$ cat src/rtl/hex_disp_pkg.sv
// rtl/hex_disp_pkg.sv - shared constants and helpers for the hex display scan controller.
package hex_disp_pkg;

    localparam int NUM_DIGITS = 8;
    localparam int IDX_W      = 3;

    localparam logic SRC_A = 1'b0;
    localparam logic SRC_B = 1'b1;

    typedef logic [IDX_W-1:0] digit_idx_t;

    // Index of the most significant nonzero nibble; 0 when the whole frame is zero.
    function automatic digit_idx_t msd_index(input logic [4*NUM_DIGITS-1:0] f);
        digit_idx_t msd;
        msd = '0;
        for (int k = 0; k < NUM_DIGITS; k++) begin
            if (f[k*4 +: 4] != 4'd0) begin
                msd = digit_idx_t'(k);
            end
        end
        return msd;
    endfunction

endpackage

$ cat src/rtl/scan_tick_gen.sv
// rtl/scan_tick_gen.sv - digit slot counter; flags the last cycle of a slot and the blanking window.
module scan_tick_gen #(
    parameter int DIV   = 1024,
    parameter int BLANK = 16
) (
    input  logic clk,
    input  logic rst,
    output logic tick,
    output logic in_blank
);

    localparam int CNT_W = (DIV > 1) ? $clog2(DIV) : 1;

    logic [CNT_W-1:0] r_cnt;

    assign tick = (r_cnt == CNT_W'(DIV - 1));

    generate
        if (BLANK == 0) begin : g_no_blank
            assign in_blank = 1'b0;
        end else begin : g_blank
            assign in_blank = (r_cnt < CNT_W'(BLANK));
        end
    endgenerate

    always_ff @(posedge clk) begin
        if (rst) begin
            r_cnt <= '0;
        end else if (tick) begin
            r_cnt <= '0;
        end else begin
            r_cnt <= r_cnt + 1'b1;
        end
    end

endmodule

$ cat src/rtl/hex_scan_ctrl.sv
// rtl/hex_scan_ctrl.sv - round-robin frame arbiter and 8-digit scan sequencer.
// HEX_SCAN_LZB_EN enables leading-zero blanking of the displayed frame.
module hex_scan_ctrl
    import hex_disp_pkg::*;
#(
    parameter int DIV   = 1024,
    parameter int BLANK = 16
) (
    input  logic                    clk,
    input  logic                    rst,
    input  logic                    a_valid,
    input  logic [4*NUM_DIGITS-1:0] a_data,
    output logic                    a_ready,
    input  logic                    b_valid,
    input  logic [4*NUM_DIGITS-1:0] b_data,
    output logic                    b_ready,
    output logic [NUM_DIGITS-1:0]   anodes,
    output logic [3:0]              nibble,
    output logic                    owner
);

    logic                    w_tick;
    logic                    w_in_blank;
    logic                    w_fb;
    logic                    w_suppress;
    logic [NUM_DIGITS-1:0]   w_onehot;

    digit_idx_t              r_idx;
    logic [4*NUM_DIGITS-1:0] r_frame;
    logic                    r_owner;
    logic                    r_rr;

    scan_tick_gen #(
        .DIV   (DIV),
        .BLANK (BLANK)
    ) u_tick (
        .clk      (clk),
        .rst      (rst),
        .tick     (w_tick),
        .in_blank (w_in_blank)
    );

    assign w_fb = w_tick && (r_idx == digit_idx_t'(NUM_DIGITS - 1));

    // rr only breaks ties; a lone requester is granted regardless of the pointer.
    assign a_ready = w_fb && a_valid && (!b_valid || (r_rr == SRC_A));
    assign b_ready = w_fb && b_valid && (!a_valid || (r_rr == SRC_B));

    always_ff @(posedge clk) begin
        if (rst) begin
            r_idx   <= '0;
            r_frame <= '0;
            r_owner <= SRC_A;
            r_rr    <= SRC_A;
        end else begin
            if (w_tick) begin
                r_idx <= r_idx + 1'b1;
            end
            if (a_ready) begin
                r_frame <= a_data;
                r_owner <= SRC_A;
                r_rr    <= SRC_B;
            end else if (b_ready) begin
                r_frame <= b_data;
                r_owner <= SRC_B;
                r_rr    <= SRC_A;
            end
        end
    end

`ifdef HEX_SCAN_LZB_EN
    assign w_suppress = (r_idx > msd_index(r_frame));
`else
    assign w_suppress = 1'b0;
`endif

    assign w_onehot = {{(NUM_DIGITS-1){1'b0}}, 1'b1} << r_idx;
    assign anodes   = (w_in_blank || w_suppress) ? '0 : w_onehot;
    assign nibble   = r_frame[{r_idx, 2'b00} +: 4];
    assign owner    = r_owner;

endmodule
$ cat config.mk
export PLATFORM = sky130hd
export DESIGN_NAME = hex_scan_ctrl
export DESIGN_NICKNAME = d
export VERILOG_FILES = /design/src/rtl/hex_disp_pkg.sv /design/src/rtl/scan_tick_gen.sv /design/src/rtl/hex_scan_ctrl.sv
export SDC_FILE = /design/constraint.sdc
export NUM_CORES = 1
export LEC_CHECK = 0
export CAP_MARGIN = 40
export CORE_MARGIN = 1.5
export CORE_UTILIZATION = 30
export DETAILED_ROUTE_END_ITERATION = 10
export GPL_ROUTABILITY_DRIVEN = 0
export PLACE_DENSITY = 0.56
export SYNTH_ARGS = -nofsm -noshare
export SYNTH_HDL_FRONTEND = slang
export SYNTH_SLANG_ARGS = --single-unit
$ cat constraint.sdc
create_clock -name clk -period 4.92 [get_ports clk]
set_clock_uncertainty 0.05 [all_clocks]
set_input_delay 1.476 -clock clk [delete_from_list [all_inputs] [get_ports clk]]
set_output_delay 1.476 -clock clk [all_outputs]
set_load 0.01 [all_outputs]
# Yosys cells after proc, flatten, opt, wreduce, memory -nomap -nowiden

Cells that the tools add are included.
W data, S select, Z words.

Input port bits: 68
Register bits: 47
Output and inout bits: 15
Word-level logic and storage cells: 30

Add/sub/neg operators: 2
Order comparisons: 1
Equality and inequality tests: 2
Muxes and demuxes: 5
Shift-type cells: 2
Reductions and logical operators: 12
Bitwise logic cells: 1

Operators by type and width:

| cell                    | count |
|---|---|
| $mux W32                | 2 |
| $shiftx A32 B6 Y4       | 1 |
| $add A10 B1 Y10 const B | 1 |
| $eq A10 B10 Y1 const B  | 1 |
| $lt A10 B5 Y1 const B   | 1 |
| $mux W8                 | 1 |
| $shl A1 B3 Y8 const A   | 1 |
| $logic_and A1 B1 Y1     | 5 |
| $reduce_or A2 Y1        | 2 |
| $add A3 B1 Y3 const B   | 1 |
| $eq A3 B3 Y1 const B    | 1 |
| $logic_not A1 Y1        | 2 |
| $logic_or A1 B1 Y1      | 2 |
| $mux W1                 | 2 |
| $reduce_bool A2 Y1      | 1 |
| $not A1 Y1              | 1 |

# Depth between registers and ports, before layout

Depth after elaboration: 6
Depth in mapped cells: 8
Gate-level depth less buffers: 6

# Modules after synthesis

A second synthesis with hierarchy kept.

Cell total of the unflattened synthesis: 311
Area, all modules: 2,693.8 um^2

Modules (own cells, without submodules):

| module        | area each (um^2) | seq. area each (um^2) | instances | cells each |
|---|---|---|---|---|
| hex_scan_ctrl | 2,205.9          | 740.7                 | 1         | 255 |
| scan_tick_gen | 488.0            | 200.2                 | 1         | 56 |

# Worst setup path after synthesis

OpenSTA, ideal clock, no wires.

Path type: input to output
Start: input a_valid
End: output b_ready
Path slack: 1,205 ps
Buffers on the path: 1
Required time: 3,394 ps
Stages: 4
Arrival time: 2,189 ps
Path through: inv_1 -> o2111ai_1 -> clkbuf_1 -> nor2_1

Cells in the longest elaborated chain, start to end: 3

RTL lines:

| item                | line                | text |
|---|---|---|
| start, declared     | hex_scan_ctrl.sv:11 | `input logic a_valid,` |
| $logic_not A1 Y1    | hex_scan_ctrl.sv:47 | `assign b_ready = w_fb && b_valid && (!a_valid \|\| (r_rr == SRC_B));` |
| $logic_or A1 B1 Y1  | hex_scan_ctrl.sv:47 |  |
| $logic_and A1 B1 Y1 | hex_scan_ctrl.sv:47 |  |
| end, declared       | hex_scan_ctrl.sv:16 | `output logic b_ready,` |

Every way passes these cells.

# Final worst setup path

Start: input b_valid
End: output a_ready

Cells in the longest elaborated chain, start to end: 3

RTL lines:

| item                | line                | text |
|---|---|---|
| start, declared     | hex_scan_ctrl.sv:14 | `input logic b_valid,` |
| $logic_not A1 Y1    | hex_scan_ctrl.sv:46 | `assign a_ready = w_fb && a_valid && (!b_valid \|\| (r_rr == SRC_A));` |
| $logic_or A1 B1 Y1  | hex_scan_ctrl.sv:46 |  |
| $logic_and A1 B1 Y1 | hex_scan_ctrl.sv:46 |  |
| end, declared       | hex_scan_ctrl.sv:13 | `output logic a_ready,` |

Every way passes these cells.

==> flow_results.xml <==
<?xml version="1.0" encoding="UTF-8"?>
<metrics>
  <group name="global_routing">
    <metric name="antenna_found_initial" unit="">0</metric>
    <metric name="globalRoute.totalOverflow" unit="">0</metric>
    <metric name="grt_first_pass_wirelength" unit="um">13900</metric>
    <metric name="grt_usage" unit="%">17.4</metric>
    <metric name="pin_count_of_the_biggest_net_entering_global_routing" unit="">34</metric>
    <metric name="grt_pass1_vias" unit="">2705</metric>
  </group>
  <group name="route">
    <metric name="dr.first_iter.drc_count" unit="">189</metric>
    <metric name="vias" unit="">2830</metric>
    <metric name="final_antenna_net_count" unit="">0</metric>
    <metric name="detail_route.drc_violations" unit="">0</metric>
    <metric name="detailed_routing_iteration_count_for_the_pre_antenna_repair_pass" unit="">5</metric>
    <metric name="drt-vias-per-instance" unit="">5.31</metric>
    <metric name="post_drt_wl_per_cell" unit="um">16.3</metric>
    <metric name="wirelength" unit="um">8690</metric>
  </group>
  <group name="clock_network">
    <metric name="cts_tree" unit="">built</metric>
    <metric name="clock_path_buffers" unit="">2</metric>
    <metric name="post-cts-setup-buffers" unit="">0</metric>
    <metric name="ctsHoldBuffers" unit="">0</metric>
    <metric name="clkSlewWorstSetupHoldPaths" unit="ps">90</metric>
    <metric name="clk_root_buffer_cell" unit="">sky130_fd_sc_hd__clkbuf_8</metric>
    <metric name="cts_repair_resize_count" unit="">0</metric>
    <metric name="tritoncts.num_buffers" unit="">5</metric>
    <metric name="htreeDepth" unit="">2</metric>
    <metric name="worst_skew_pair.late_latency" unit="ps">300</metric>
    <metric name="clock_sinks" unit="">47</metric>
  </group>
  <group name="synth">
    <metric name="synth-edff-count" unit="">0</metric>
    <metric name="yosys.cell_types.count" unit="">28</metric>
    <metric name="synth_most_common_cell" unit="">sky130_fd_sc_hd__dfxtp_1</metric>
    <metric name="post_synthesis_cell_count" unit="">343</metric>
    <metric name="synthTopCellsByCount" unit="">sky130_fd_sc_hd__dfxtp_1 (47), sky130_fd_sc_hd__and3_1 (39), sky130_fd_sc_hd__a21oi_1 (34)</metric>
    <metric name="synth_net_count" unit="">418</metric>
    <metric name="ranking_of_synthesized_cells_by_area" unit="">sky130_fd_sc_hd__dfxtp_1 (33%), sky130_fd_sc_hd__and3_1 (8.6%), sky130_fd_sc_hd__a22oi_1 (8.4%), sky130_fd_sc_hd__o31ai_1 (8.4%), sky130_fd_sc_hd__mux4_2 (6.3%)</metric>
    <metric name="ys_warn_count" unit="">0</metric>
    <metric name="synthesis.area_per_instance" unit="um2">8.31</metric>
    <metric name="synth_area" unit="um2">2850</metric>
    <metric name="dominantRegCellSynth" unit="">sky130_fd_sc_hd__dfxtp_1</metric>
    <metric name="ys_ff_latch" unit="">47</metric>
    <metric name="synth-seq-area-share" unit="%">33.0</metric>
    <metric name="async_reset_ff_share" unit="%">0</metric>
    <metric name="yosys.area.top_type" unit="">sky130_fd_sc_hd__dfxtp_1</metric>
    <metric name="netlist.area_leader.share" unit="%">33.0</metric>
  </group>
  <group name="placement">
    <metric name="detailed_place_hpwl" unit="um">6150</metric>
    <metric name="placement.io_buffers" unit="">82</metric>
    <metric name="detailedPlace.worstSlack" unit="ps">450</metric>
  </group>
  <group name="worst_setup_path">
    <metric name="worst-endpoint-arrival" unit="ps">2950</metric>
    <metric name="critical_path.reg2reg.endpoint" unit="">r_frame[8]</metric>
    <metric name="timing.reg2reg.setup_slack" unit="ps">2010</metric>
    <metric name="critical_path.max_fanout" unit="">3</metric>
    <metric name="timing.setup.critical_path_class" unit="">input port to output port</metric>
    <metric name="max_stage_delay" unit="ps">540</metric>
    <metric name="crit_path_cell_trace" unit="">clkdlybuf4s50_1 -&gt; nand2_1 -&gt; and4_1 -&gt; nand2_1 -&gt; inv_1 -&gt; clkdlybuf4s50_1</metric>
    <metric name="critPathRequiredTime" unit="ps">3390</metric>
    <metric name="worstReg2RegStart" unit="">r_idx[0]</metric>
    <metric name="cp-start-kind" unit="">input port</metric>
    <metric name="worst_setup_path_end_kind" unit="">output port</metric>
    <metric name="worst_r2r_path_depth" unit="">6</metric>
    <metric name="crit_slowest_cell" unit="">sky130_fd_sc_hd__clkdlybuf4s50_1</metric>
  </group>
  <group name="pwr">
    <metric name="p_leak" unit="nW">1.39</metric>
    <metric name="p_total" unit="W">0.000702</metric>
    <metric name="power_density" unit="nW/um2">184</metric>
    <metric name="worst_ir_drop_vdd" unit="V">0.000101</metric>
  </group>
  <group name="timing">
    <metric name="layout_min_cycle_time" unit="ps">4480</metric>
    <metric name="maxClockFrequency" unit="GHz">0.223</metric>
    <metric name="timing.final.max_slew_violations" unit="">0</metric>
    <metric name="fin_setup_tns" unit="ps">0</metric>
    <metric name="max_slew.worst_pin.slew" unit="ps">791</metric>
    <metric name="timing.final.hold_violations" unit="">0</metric>
    <metric name="grt_setup_unrepaired" unit="">false</metric>
    <metric name="report.final.setup_viol" unit="">0</metric>
    <metric name="timing.final.crit_share" unit="%">91.0</metric>
    <metric name="headroom_to_the_max_slew_limit" unit="%">47.1</metric>
    <metric name="final_critical_path_setup_slack" unit="ps">445</metric>
    <metric name="final.hold.worst_slack" unit="ps">423</metric>
  </group>
  <group name="hold_path">
    <metric name="timing.hold.worst_path_depth" unit="">1</metric>
    <metric name="worst_hold_path.endpoint" unit="">u_tick.r_cnt[0]</metric>
    <metric name="worstHoldPathType" unit="">register to register</metric>
    <metric name="min_from" unit="">u_tick.r_cnt[0]</metric>
  </group>
  <group name="floorplan">
    <metric name="start_util" unit="%">30.8</metric>
    <metric name="chipWidth" unit="um">100</metric>
    <metric name="std_cell_rows" unit="">35</metric>
    <metric name="core_area" unit="um2">9240</metric>
    <metric name="die_height" unit="um">100</metric>
    <metric name="floorplan.io_pins" unit="">83</metric>
    <metric name="die-area" unit="um2">10100</metric>
  </group>
  <group name="cells_and_area">
    <metric name="nNetsFinal" unit="">478</metric>
    <metric name="antenna_cells_inserted" unit="">0</metric>
    <metric name="areaGrowthSynthToFinish" unit="%">34.2</metric>
    <metric name="num-fill-cells" unit="">953</metric>
    <metric name="finalCoreUtilization" unit="%">41.4</metric>
    <metric name="final_layout_size_suffix_gt1_share" unit="%">6.44</metric>
  </group>
  <group name="job">
    <metric name="max_cap_check_violation_count" unit="">0</metric>
  </group>
  <group name="status">
    <metric name="result_of_the_run" unit="">completed</metric>
  </group>
</metrics>
-- per-layer routing --
layer	vias to the layer above	share of wire, %	track usage [%]
li1	1400	-	-
met1	1335	47	24.6
met2	89	47	27.9
met3	6	5.2	2.50
met4	0	0.91	4.66
met5	-	0	0
-- layout make-up --
class                   instances  area (um2)  area share (%)
multi-input cells             251        1690            44.2
flip-flops and latches         47         941            24.6
repair buffers                 91         908            23.8
well taps                     129         161            4.22
clock buffers                   7        86.3            2.26
inverters                       7        26.3           0.687
clock inverters                 1        8.76           0.229
-- per-stage QoR --
stage / area [um2] / cells
global placement: 3700 / 524
global route: 3820 / 533
floorplan: 2850 / 343
finish: 3820 / 533
detailed placement: 3730 / 525
CTS: 3820 / 533
-- layout by cell type (no fill, tap or decap), drive strengths merged, types with 4 or more instances in the layout --
cell	netlist	layout
a21oi	34	34
a22oi	32	32
and3	39	39
buf	15	9
clkbuf	23	7
clkdlybuf4s50	0	82
dfxtp	47	47
ha	7	7
inv	5	5
mux4	8	8
nand2	22	22
nand3	4	4
nor2	15	15
o21ai	33	33
o31ai	32	32
xnor2	5	5
xor2	4	4
-- flip-flops by register name, summed over array words and instances, names as in the netlist --
signal        count
r_frame          32
u_tick.r_cnt     10
r_idx             3
owner             1
r_rr              1
-- critical path, delay by kind of cell --
| kind | cells | cell delay [ps] |
|---|---|---|
| buffers and inverters | 3 | 1080 |
| and+or+nand+nor | 3 | 400 |
-- where the power goes --
group          switching, W  internal [W]  leakage, nW  total [W]
registers        0.00000194      0.000382        0.379   0.000384
logic             0.0000202     0.0000530        0.959  0.0000732
clock network      0.000129      0.000115       0.0484   0.000245
total              0.000151      0.000550         1.39   0.000702
-- logic make-up after synthesis --
family	count (synthesis)	synth area share, %
simple gates	92	17.0
mux	9	6.68
fa+ha+maj	7	3.07
compound gates	134	29.6
xor+xnor	9	2.77
buf+inv	45	7.86
flops	47	33.0
-- worst max path at each step --
stage | endpoint | cells past startpoint | start
after floorplan | b_ready | 4 | a_valid
after global placement | a_ready | 6 | b_valid
after detailed placement | a_ready | 6 | b_valid
after global routing | a_ready | 6 | b_valid
final | a_ready | 6 | b_valid
after CTS | a_ready | 6 | b_valid
Power figures use the tool's default switching activity.
